**config.mk**
```make
export PLATFORM = sky130hd
export DESIGN_NAME = cw_rbg_sched
export DESIGN_NICKNAME = d
export VERILOG_FILES = /design/src/rtl/cw_rbg_sched.sv
export SDC_FILE = /design/constraint.sdc
export NUM_CORES = 2
export LEC_CHECK = 0
export BUFFER_PORTS_ARGS = -buffer_cell sky130_fd_sc_hd__buf_2
export CAP_MARGIN = 40
export CORE_MARGIN = 1
export CORE_UTILIZATION = 55
export DETAILED_ROUTE_END_ITERATION = 8
export PLACE_DENSITY_LB_ADDON = 0.3
export SLEW_MARGIN = 0
export SYNTH_ARGS = -nofsm -noshare
export SYNTH_HDL_FRONTEND = slang
export SYNTH_SLANG_ARGS = --single-unit
```
**constraint.sdc**
```tcl
create_clock -name i_clk -period 34.4 [get_ports i_clk]
set_clock_uncertainty 0.2 [all_clocks]
set_input_delay 6.88 -clock i_clk [delete_from_list [all_inputs] [get_ports i_clk]]
set_output_delay 6.88 -clock i_clk [all_outputs]
set_load 0.02 [all_outputs]
```
**src/rtl/cw_rbg_sched.sv**
```systemverilog
// cw_rbg_sched: codeword-selection scheduler.
// Sequences the codeword ROM preload, tracks slot/symbol/RBG boundaries on the
// subcarrier stream, stores sorted per-RBG beam indices and replays them on
// symbols >= 1 as a beam-index vector followed by an RBG-load strobe.
// Optional underflow error reporting is enabled by defining CW_RBG_SCHED_ERR_EN.
module cw_rbg_sched #(
    parameter int unsigned BEAM     = 16,
    parameter int unsigned SYMB_NUM = 14,
    parameter int unsigned RBG_NUM  = 17,
    parameter int unsigned RBG_LEN  = 192
) (
    input  logic                i_clk,
    input  logic                i_reset,
    input  logic                i_slot_start,
    input  logic                i_sym_start,
    input  logic                i_data_vld,
    input  logic                i_beam_vld,
    input  logic [BEAM*8-1:0]   i_beam_idx,
    output logic                o_beam_rdy,
    input  logic                i_cw_tvalid,
    output logic                o_cw_enable,
    output logic [7:0]          o_symb_idx,
    output logic                o_symb_clr,
    output logic                o_symb_1st,
    output logic [BEAM*8-1:0]   o_beam_idx,
    output logic                o_rbg_load,
    output logic [7:0]          o_rbg_idx,
    output logic                o_err_underflow,
    output logic [15:0]         o_err_cnt
);

    localparam int unsigned BW     = BEAM * 8;
    localparam int unsigned AW     = (RBG_NUM > 1) ? $clog2(RBG_NUM) : 1;
    localparam logic [7:0]  SymMax = 8'(SYMB_NUM - 1);
    localparam logic [7:0]  RbgNum = 8'(RBG_NUM);
    localparam logic [7:0]  RbgMax = 8'(RBG_NUM - 1);
    localparam logic [15:0] ScMax  = 16'(RBG_LEN - 1);

    typedef enum logic [1:0] {StPreload, StWaitSlot, StRun} state_e;

    state_e         state_q, state_d;
    logic           cw_enable_q;
    logic           symb_clr_q;
    logic [7:0]     sym_cnt_q;
    logic [7:0]     symb_idx_q;
    logic [7:0]     wr_ptr_q;
    logic [7:0]     rbg_cnt_q;
    logic [15:0]    sc_cnt_q;
    logic [BW-1:0]  beam_idx_q;
    logic           load_p1_q;
    logic           load_q;
    logic [BW-1:0]  table_q [RBG_NUM];

    logic           slot_fire;
    logic           active;
    logic           sym_fire;
    logic           sc_wrap;
    logic           wrap;
    logic           bnd;
    logic           replay;
    logic           wr_en;
    logic           fwd;
    logic           hit;
    logic [7:0]     sym_base;
    logic [7:0]     rbg_next;
    logic [7:0]     cur_sym;
    logic [BW-1:0]  rd_data;

    // Next-state logic for the preload / wait / run sequencer
    always_comb begin
        state_d = state_q;
        case (state_q)
            StPreload:  if (i_cw_tvalid) state_d = StWaitSlot;
            StWaitSlot: if (i_slot_start) state_d = StRun;
            StRun:      state_d = StRun;
            default:    state_d = StPreload;
        endcase
    end

    // Event decode, boundary detection and table read with write forwarding
    always_comb begin
        slot_fire  = i_slot_start && (state_q != StPreload);
        // The slot-start cycle itself already counts as running
        active     = (state_q == StRun) || slot_fire;
        sym_fire   = active && i_sym_start;
        sym_base   = slot_fire ? 8'd0 : sym_cnt_q;
        sc_wrap    = i_data_vld && (sc_cnt_q == ScMax);
        // Past the last RBG the counter keeps wrapping but no boundary is raised
        wrap       = active && !sym_fire && sc_wrap && (rbg_cnt_q < RbgMax);
        bnd        = sym_fire || wrap;
        rbg_next   = sym_fire ? 8'd0 : rbg_cnt_q + 8'd1;
        // A symbol start belongs to the symbol being loaded, not the old one
        cur_sym    = sym_fire ? sym_base : symb_idx_q;
        replay     = bnd && (cur_sym != 8'd0);
        o_beam_rdy = (state_q == StRun) && (wr_ptr_q < RbgNum);
        wr_en      = i_beam_vld && o_beam_rdy;
        fwd        = wr_en && (rbg_next == wr_ptr_q);
        hit        = (rbg_next < wr_ptr_q) || fwd;
        rd_data    = fwd ? i_beam_idx : table_q[rbg_next[AW-1:0]];
    end

    // Sequencer state and registered preload enable (low during reset)
    always_ff @(posedge i_clk) begin
        if (i_reset) begin
            state_q     <= StPreload;
            cw_enable_q <= 1'b0;
        end else begin
            state_q     <= state_d;
            cw_enable_q <= (state_d == StPreload);
        end
    end

    // Slot clear pulse and saturating symbol counter
    always_ff @(posedge i_clk) begin
        if (i_reset) begin
            symb_clr_q <= 1'b0;
            sym_cnt_q  <= 8'd0;
            symb_idx_q <= 8'd0;
        end else begin
            symb_clr_q <= slot_fire;
            if (sym_fire) begin
                symb_idx_q <= sym_base;
                sym_cnt_q  <= (sym_base < SymMax) ? sym_base + 8'd1 : SymMax;
            end else if (slot_fire) begin
                sym_cnt_q <= 8'd0;
            end
        end
    end

    // Beam table write pointer
    always_ff @(posedge i_clk) begin
        if (i_reset) begin
            wr_ptr_q <= 8'd0;
        end else if (slot_fire) begin
            wr_ptr_q <= 8'd0;
        end else if (wr_en) begin
            wr_ptr_q <= wr_ptr_q + 8'd1;
        end
    end

    // Beam table storage; contents are qualified by the write pointer
    always_ff @(posedge i_clk) begin
        if (wr_en) begin
            table_q[wr_ptr_q[AW-1:0]] <= i_beam_idx;
        end
    end

    // RBG tracking, beam vector replay and the two-stage load strobe
    always_ff @(posedge i_clk) begin
        if (i_reset) begin
            sc_cnt_q   <= 16'd0;
            rbg_cnt_q  <= 8'd0;
            beam_idx_q <= '0;
            load_p1_q  <= 1'b0;
            load_q     <= 1'b0;
        end else begin
            load_p1_q <= replay;
            load_q    <= load_p1_q;
            if (sym_fire) begin
                sc_cnt_q <= 16'd0;
            end else if (active && i_data_vld) begin
                sc_cnt_q <= sc_wrap ? 16'd0 : sc_cnt_q + 16'd1;
            end
            if (bnd) begin
                rbg_cnt_q <= rbg_next;
            end
            // On underflow the previous vector is held
            if (replay && hit) begin
                beam_idx_q <= rd_data;
            end
        end
    end

`ifdef CW_RBG_SCHED_ERR_EN
    logic        err_q;
    logic [15:0] err_cnt_q;

    // Sticky underflow flag and saturating event counter
    always_ff @(posedge i_clk) begin
        if (i_reset) begin
            err_q     <= 1'b0;
            err_cnt_q <= 16'd0;
        end else if (replay && !hit) begin
            err_q <= 1'b1;
            if (err_cnt_q != 16'hFFFF) begin
                err_cnt_q <= err_cnt_q + 16'd1;
            end
        end
    end

    assign o_err_underflow = err_q;
    assign o_err_cnt       = err_cnt_q;
`else
    assign o_err_underflow = 1'b0;
    assign o_err_cnt       = 16'd0;
`endif

    assign o_cw_enable = cw_enable_q;
    assign o_symb_idx  = symb_idx_q;
    assign o_symb_clr  = symb_clr_q;
    assign o_symb_1st  = (symb_idx_q == 8'd0);
    assign o_beam_idx  = beam_idx_q;
    assign o_rbg_load  = load_q;
    assign o_rbg_idx   = rbg_cnt_q;

endmodule

```
* Yosys cells after proc, flatten, opt, wreduce, memory -nomap -nowiden
Memory sizes are Yosys's and may differ from the RTL's. A register that Yosys moved wholly into a read port is not among the register bits.
Cells that the tools add are included.
** Operators by class
- Add/subtract/negate cells :: 4
- Multiply operators :: 0
- Divide/modulo/power cells :: 0
- $lt $le $gt $ge :: 4
- Equal/unequal tests :: 4
- Shifts and indexed selects :: 0
- Muxes and demuxes :: 11
- Bitwise logic cells :: 0
- Reduce and logical (&&, ||, !) cells :: 23
** Operator list (count)
- two-way mux 8 bit :: 5
- adder 8 x 1 -> 8 bit (second input constant) :: 3
- adder 16 x 1 -> 16 bit (second input constant) :: 1
- equality test 16 x 8 -> 1 bit (second input constant) :: 1
- less-than comparator 8 x 5 -> 1 bit (second input constant) :: 2
- two-way mux 16 bit :: 1
- logical AND 1 bit :: 12
- equality test 8 bit :: 1
- logical NOT 8 bit :: 1
- less-than comparator 8 x 4 -> 1 bit (second input constant) :: 1
- less-than comparator 8 bit :: 1
- nonzero test 8 bit :: 1
- one-hot mux 2 bit (3 select lines) :: 1
- logical NOT 2 bit :: 2
- two-way mux 2 bit :: 2
- OR reduction 2 bit :: 2
- logical OR 1 bit :: 3
- equality test 2 x 1 -> 1 bit (second input constant) :: 1
- equality test 2 bit (second input constant) :: 1
- two-way mux 1 bit :: 2
- nonzero test 2 bit :: 1
- logical NOT 1 bit :: 1
** Word-level totals
- Flip-flop bits (word level) :: 54
- Bits in latches :: 0
- RAM bits :: 2176
- Memory bits (read-only) :: 0
- Output and inout bits :: 166
- Memories kept :: 1
** Memories
- table_q :: depth 17, bits a word 128, rd ports 1, clocked after Yosys merged registers in 1, write ports 1, RTL line 52 : logic [BW-1:0] table_q [RBG_NUM];

* Depth between registers and ports, before layout
- Depth after elaboration :: 11
- Depth in mapped cells :: 18
- Depth with buffers taken out :: 11

* Least setup slack after synthesis
OpenSTA, ideal clock, no wires.
- Path type :: input-to-reg
- Start :: in i_beam_vld
- End :: mem table_q[16][0] in the netlist's numbering, enable pin
- Setup time :: 0.929 ns
- Arrival :: 19.565 ns
- Required time :: 33.271 ns
- Path slack :: 13.706 ns
- Stages on the path :: 4
- Buffers on the path :: 0
- Cell sequence :: inv_1 a2111oi_4 nand2_1 nor4_1
** On the way
- Word-level cells in the longest chain between the ends :: 3
** RTL lines
- from (decl) :: RTL line 17 : input logic i_beam_vld,
- logical AND 1 bit :: RTL line 96 : wr_en = i_beam_vld && o_beam_rdy;
- two-way mux 1 bit :: RTL line 143 : if (wr_en) begin
- two-way mux 1 bit (not written as such) :: RTL line 144 : table_q[wr_ptr_q[AW-1:0]] <= i_beam_idx;
- to (decl) :: RTL line 52
No other way between the ends.

* Final worst setup path
- Start :: in i_slot_start
- End :: reg beam_idx_q[94] (netlist: o_beam_idx[94]), read port of table_q
** RTL lines
- from (decl) :: RTL line 14 : input logic i_slot_start,
- logical AND 1 bit (*) :: RTL line 82 : slot_fire = i_slot_start && (state_q != StPreload);
- logical OR 1 bit (*) :: RTL line 84 : active = (state_q == StRun) || slot_fire;
- logical AND 1 bit (*) :: RTL line 85 : sym_fire = active && i_sym_start;
- two-way mux 8 bit (*) :: RTL line 91 : rbg_next = sym_fire ? 8'd0 : rbg_cnt_q + 8'd1;
- net rbg_next[4] :: RTL line 65 : logic [7:0] rbg_next;
- branches (longest 4 deep; another with less-than comparator 8 bit)
- to (decl) :: RTL line 49 : logic [BW-1:0] beam_idx_q;
Mark *: on every way through the listed nets, which the timed path passes.
A chain may end at the register's enable or synchronous reset.

==> PnR_summary.wiki <==
{| class="wikitable"
! Metric !! Value
|-
| Outcome || finished clean
|-
| Count of TritonRoute iterations in the first routing pass || 8
|-
| FF+latch area || between 0.06 and 0.07 sq mm
|-
| Arrival time at the worst endpoint || approximately 13 ns
|-
| Max-capacitance violation count || 0
|-
| Type of element capturing the critical path || register
|-
| Category of cells accounting for the largest share of critical-path delay || simple AND/OR/NAND/NOR gates
|-
| # clock sinks || 2358
|-
| Initial Utilization || 0.555
|-
| Final hold violation count || 0
|-
| Fmax || a little over 80 MHz
|-
| Flip-flop and latch count after synthesis || around 2400
|-
| Last weighted congestion value of the routability-driven placer || ~0.77
|-
| CTS clock-pin slew for the worst setup and hold paths || around 0.06 ns
|-
| Non-Filler Cell Area, Final || 0.105 sq mm
|-
| Num CTS Buffers || about 230
|-
| Slew Limit Headroom || 0.222
|-
| Synth Flop Type || edfxtp_1
|-
| Routed via count || 53400
|-
| Number of max-slew violations in the final report || 0
|-
| Count of port buffers added during placement || between 200 and 300
|-
| Path class of the lowest-slack min-delay path || register to register
|-
| Yosys cell types || between 60 and 70
|-
| Post-synthesis async set-or-reset flop share || 0
|-
| Transition at the pin with the smallest max-transition slack || roughly 1.2 ns
|-
| Number of antenna violations at the first check in global routing || 44
|-
| Share of the cycle needed by the critical path after routing || 0.350
|-
| Die extent in y || roughly 410 um
|-
| Grt total ovfl || 0
|-
| Pin count of the biggest net entering global routing || roughly 170
|-
| Sum of buffers and inverters on the critical path || 4
|-
| DRT antenna net count || 0
|-
| DIE AREA || between 0.15 and 0.2 sq mm
|-
| Endpoint required time on the critical path || about 35 ns
|-
| Clock Path Buffers || 3
|-
| Routed wire per std cell || roughly 32 um
|-
| Synthesized cell area || about 0.093 sq mm
|-
| Synth Area per Inst || between 15 and 20 sq um
|-
| Clock root buffer || clkbuf_16
|-
| Share of post-route cells with drive strength above 1 || 0.237
|-
| Residual DRC || 0
|-
| Commonest non-fill, non-tap cell in the layout || edfxtp_1
|-
| Count of endpoints failing setup in the final report || 0
|-
| Commonest non-fill, non-tap cells in the layout || 2176 x edfxtp_1, 431 x a21oi_1, 383 x mux4_2
|-
| IO Count || approximately 300
|-
| H-tree levels || 4
|-
| Delay of the slowest cell on the worst path || around 0.75 ns
|-
| Worst Path Max Fanout || between 40 and 50
|-
| Post-cts hold buffer count || 0
|-
| Sequential share of the synthesized area || 0.742
|-
| Vias/cell || about 7
|-
| Cells resized by post-CTS repair || 0
|-
| Core outline area || about 0.17 sq mm
|-
| Fill cell instance count of the final layout || ~11000
|-
| Number of enable flip-flop cells after synthesis || 2176
|-
| Die boundary width || between 400 and 500 um
|-
| Critical path, cell by cell || buf_2 > mux2i_1 > nor2_4 > buf_4 > nor2_1 > ha_1 > and3_1 > and4_4 > a22o_4 > and2_4 > buf_12 > buf_4 > a311oi_1
|-
| Cell with the largest stage delay on the worst path || a22o_4
|-
| Post-CTS setup-driven buffer insertion count || 0
|-
| Time the final worst path needs with I/O delays and setup || 12.03 ns
|-
| First-pass GRT wire length || roughly 360 mm
|-
| Worst ir drop on vdd || roughly 0.057 mV
|-
| Number of cells produced by synthesis || 5153
|-
| Most numerous cell on the critical path || buf_4
|-
| Number of standard-cell rows in the floorplan || 150
|-
| Nets || 5553
|-
| YS warnings || 0
|-
| Setup TNS after final layout || 0 ns
|-
| Post-DP HPWL || 126 mm
|-
| Clock insertion delay at the later pin of the skew report || slightly below 0.9 ns
|-
| RSZ-0062 raised after global routing || false
|-
| Total wirelength of the detailed-routed design || about 250 mm
|-
| Setup Crit Path Kind || input port to register
|-
| Global Route Usage Sum || 0.294
|-
| DRC violation total after the first TritonRoute iteration || 7487
|-
| Clock tree from TritonCTS || built
|-
| Post-Place Cell Area || between 0.09 and 0.1 sq mm
|-
| Power Density || roughly 54 mW/mm^2
|-
| Critical Path Source Type || input port
|-
| Area of combinational cells with multiple inputs || 0.0224 sq mm
|-
| Layout Area Growth over Synthesis || 12.6%
|-
| Leakage component of the power || ~0.034 uW
|-
| Vias in the first global route || roughly 52000
|}
==> synth_stat cells (all sizes together), types with 3 or more instances <==
cell type | instances | area (sq um)
a211o | 75 | 657
a211oi | 3 | 22.5
a21bo | 52 | 521
a21oi | 482 | 2600
a221oi | 52 | 455
a22oi | 128 | 971
a311oi | 128 | 1430
a31oi | 5 | 31.3
and2 | 5 | 31.3
and3 | 9 | 56.3
buf | 188 | 1050
clkbuf | 225 | 845
dfxtp | 182 | 3640
edfxtp | 2176 | 65300
ha | 17 | 213
inv | 21 | 78.8
mux2 | 3 | 33.8
mux2i | 131 | 1310
mux4 | 383 | 8630
nand2 | 182 | 683
nand2b | 4 | 25.0
nand3 | 24 | 120
nand4 | 6 | 37.5
nor2 | 177 | 664
nor2b | 55 | 344
nor3 | 14 | 70.1
nor4 | 6 | 37.5
nor4b | 5 | 43.8
o211a | 52 | 521
o211ai | 53 | 398
o21ai | 112 | 561
o22a | 75 | 657
o22ai | 75 | 469
xnor2 | 15 | 131
xor2 | 14 | 123
==> worst reg2reg max path: stages (launching register included) <==
cell and delay [ns]:
dfxtp_4 0.71, buf_4 0.83, nand3_1 0.54, xor2_4 0.23
buf_4 0.56, nor2_1 0.10, ha_1 0.33, and3_1 0.18
and4_4 0.64, a22o_4 0.75, and2_4 0.61, buf_12 0.32
buf_4 0.78, a311oi_1 0.24
==> report_power, final <==
group	switching, uW	internal (uW)	leakage, uW
registers	1.37	3130	0.0210
clock network	1070	1370	0.00357
logic	79.0	21.2	0.00933
total	1150	4520	0.0339
==> worst paths after layout <==
path | slack [ns] | cells after the start | start | endpoint
worst max-delay path | 22.37 | 13 | i_slot_start | o_beam_idx[94]
worst min-delay path | 0.24 | 1 | load_p1_q | o_rbg_load
worst max register to register | 27.19 | 13 | o_rbg_idx[0] | o_beam_idx[94]
worst min register to register | 0.24 | 1 | load_p1_q | o_rbg_load
==> through the flow <==
stage / std cells / util / hold WS [ns] / power (uW) / worst slack (ns)
after detailed placement: 7378 / 0.581 / 0.228 / 3290 / 21.62
final: 7825 / 0.625 / 0.235 / 5660 / 22.37
after floorplan: 5169 / - / 0.214 / 3230 / 13.71
after global routing: 7820 / 0.625 / 0.263 / 5800 / 22.25
after global placement: 7346 / 0.576 / 0.251 / 3290 / 21.45
after CTS: 7804 / 0.624 / 0.241 / 5680 / 22.48
==> flip-flops by register name, summed over array words and instances (netlist names) <==
| register | count |
|---|---|
| o_beam_idx | 128 |
| state_q | 2 |
| table_q | 2176 |
| load_p1_q | 1 |
| wr_ptr_q | 8 |
| sc_cnt_q | 16 |
| o_symb_clr | 1 |
| o_rbg_idx | 8 |
| o_symb_idx | 8 |
| o_cw_enable | 1 |
| sym_cnt_q | 8 |
| o_rbg_load | 1 |
==> cells by family after synthesis <==
| kind of cell | synth area share |
|---|---|
| flops | 0.742 |
| xor+xnor | 0.00273 |
| buf+inv | 0.0212 |
| fa+ha+maj | 0.00229 |
| mux | 0.107 |
| compound gates | 0.101 |
| simple gates | 0.0233 |
| other cells | 0.0000403 |
==> cell type report <==
type / count / share of cell area
clock buffer: 307 / 0.0591
antenna: 21 / 0.000502
timing repair buffer: 418 / 0.0302
multi-input combinational: 2377 / 0.214
clock inverter: 119 / 0.0105
tap: 2204 / 0.0263
sequential: 2358 / 0.659
inverter: 21 / 0.000825
==> layer usage <==
layer	track usage	wire, um	up-vias
met3	0.0641	28700	542
met1	0.410	95800	27600
met2	0.461	119000	3655
li1	-	-	21600
met5	0	155	-
met4	0.0996	7800	22
No activity file was read; power rests on OpenSTA's default activity.
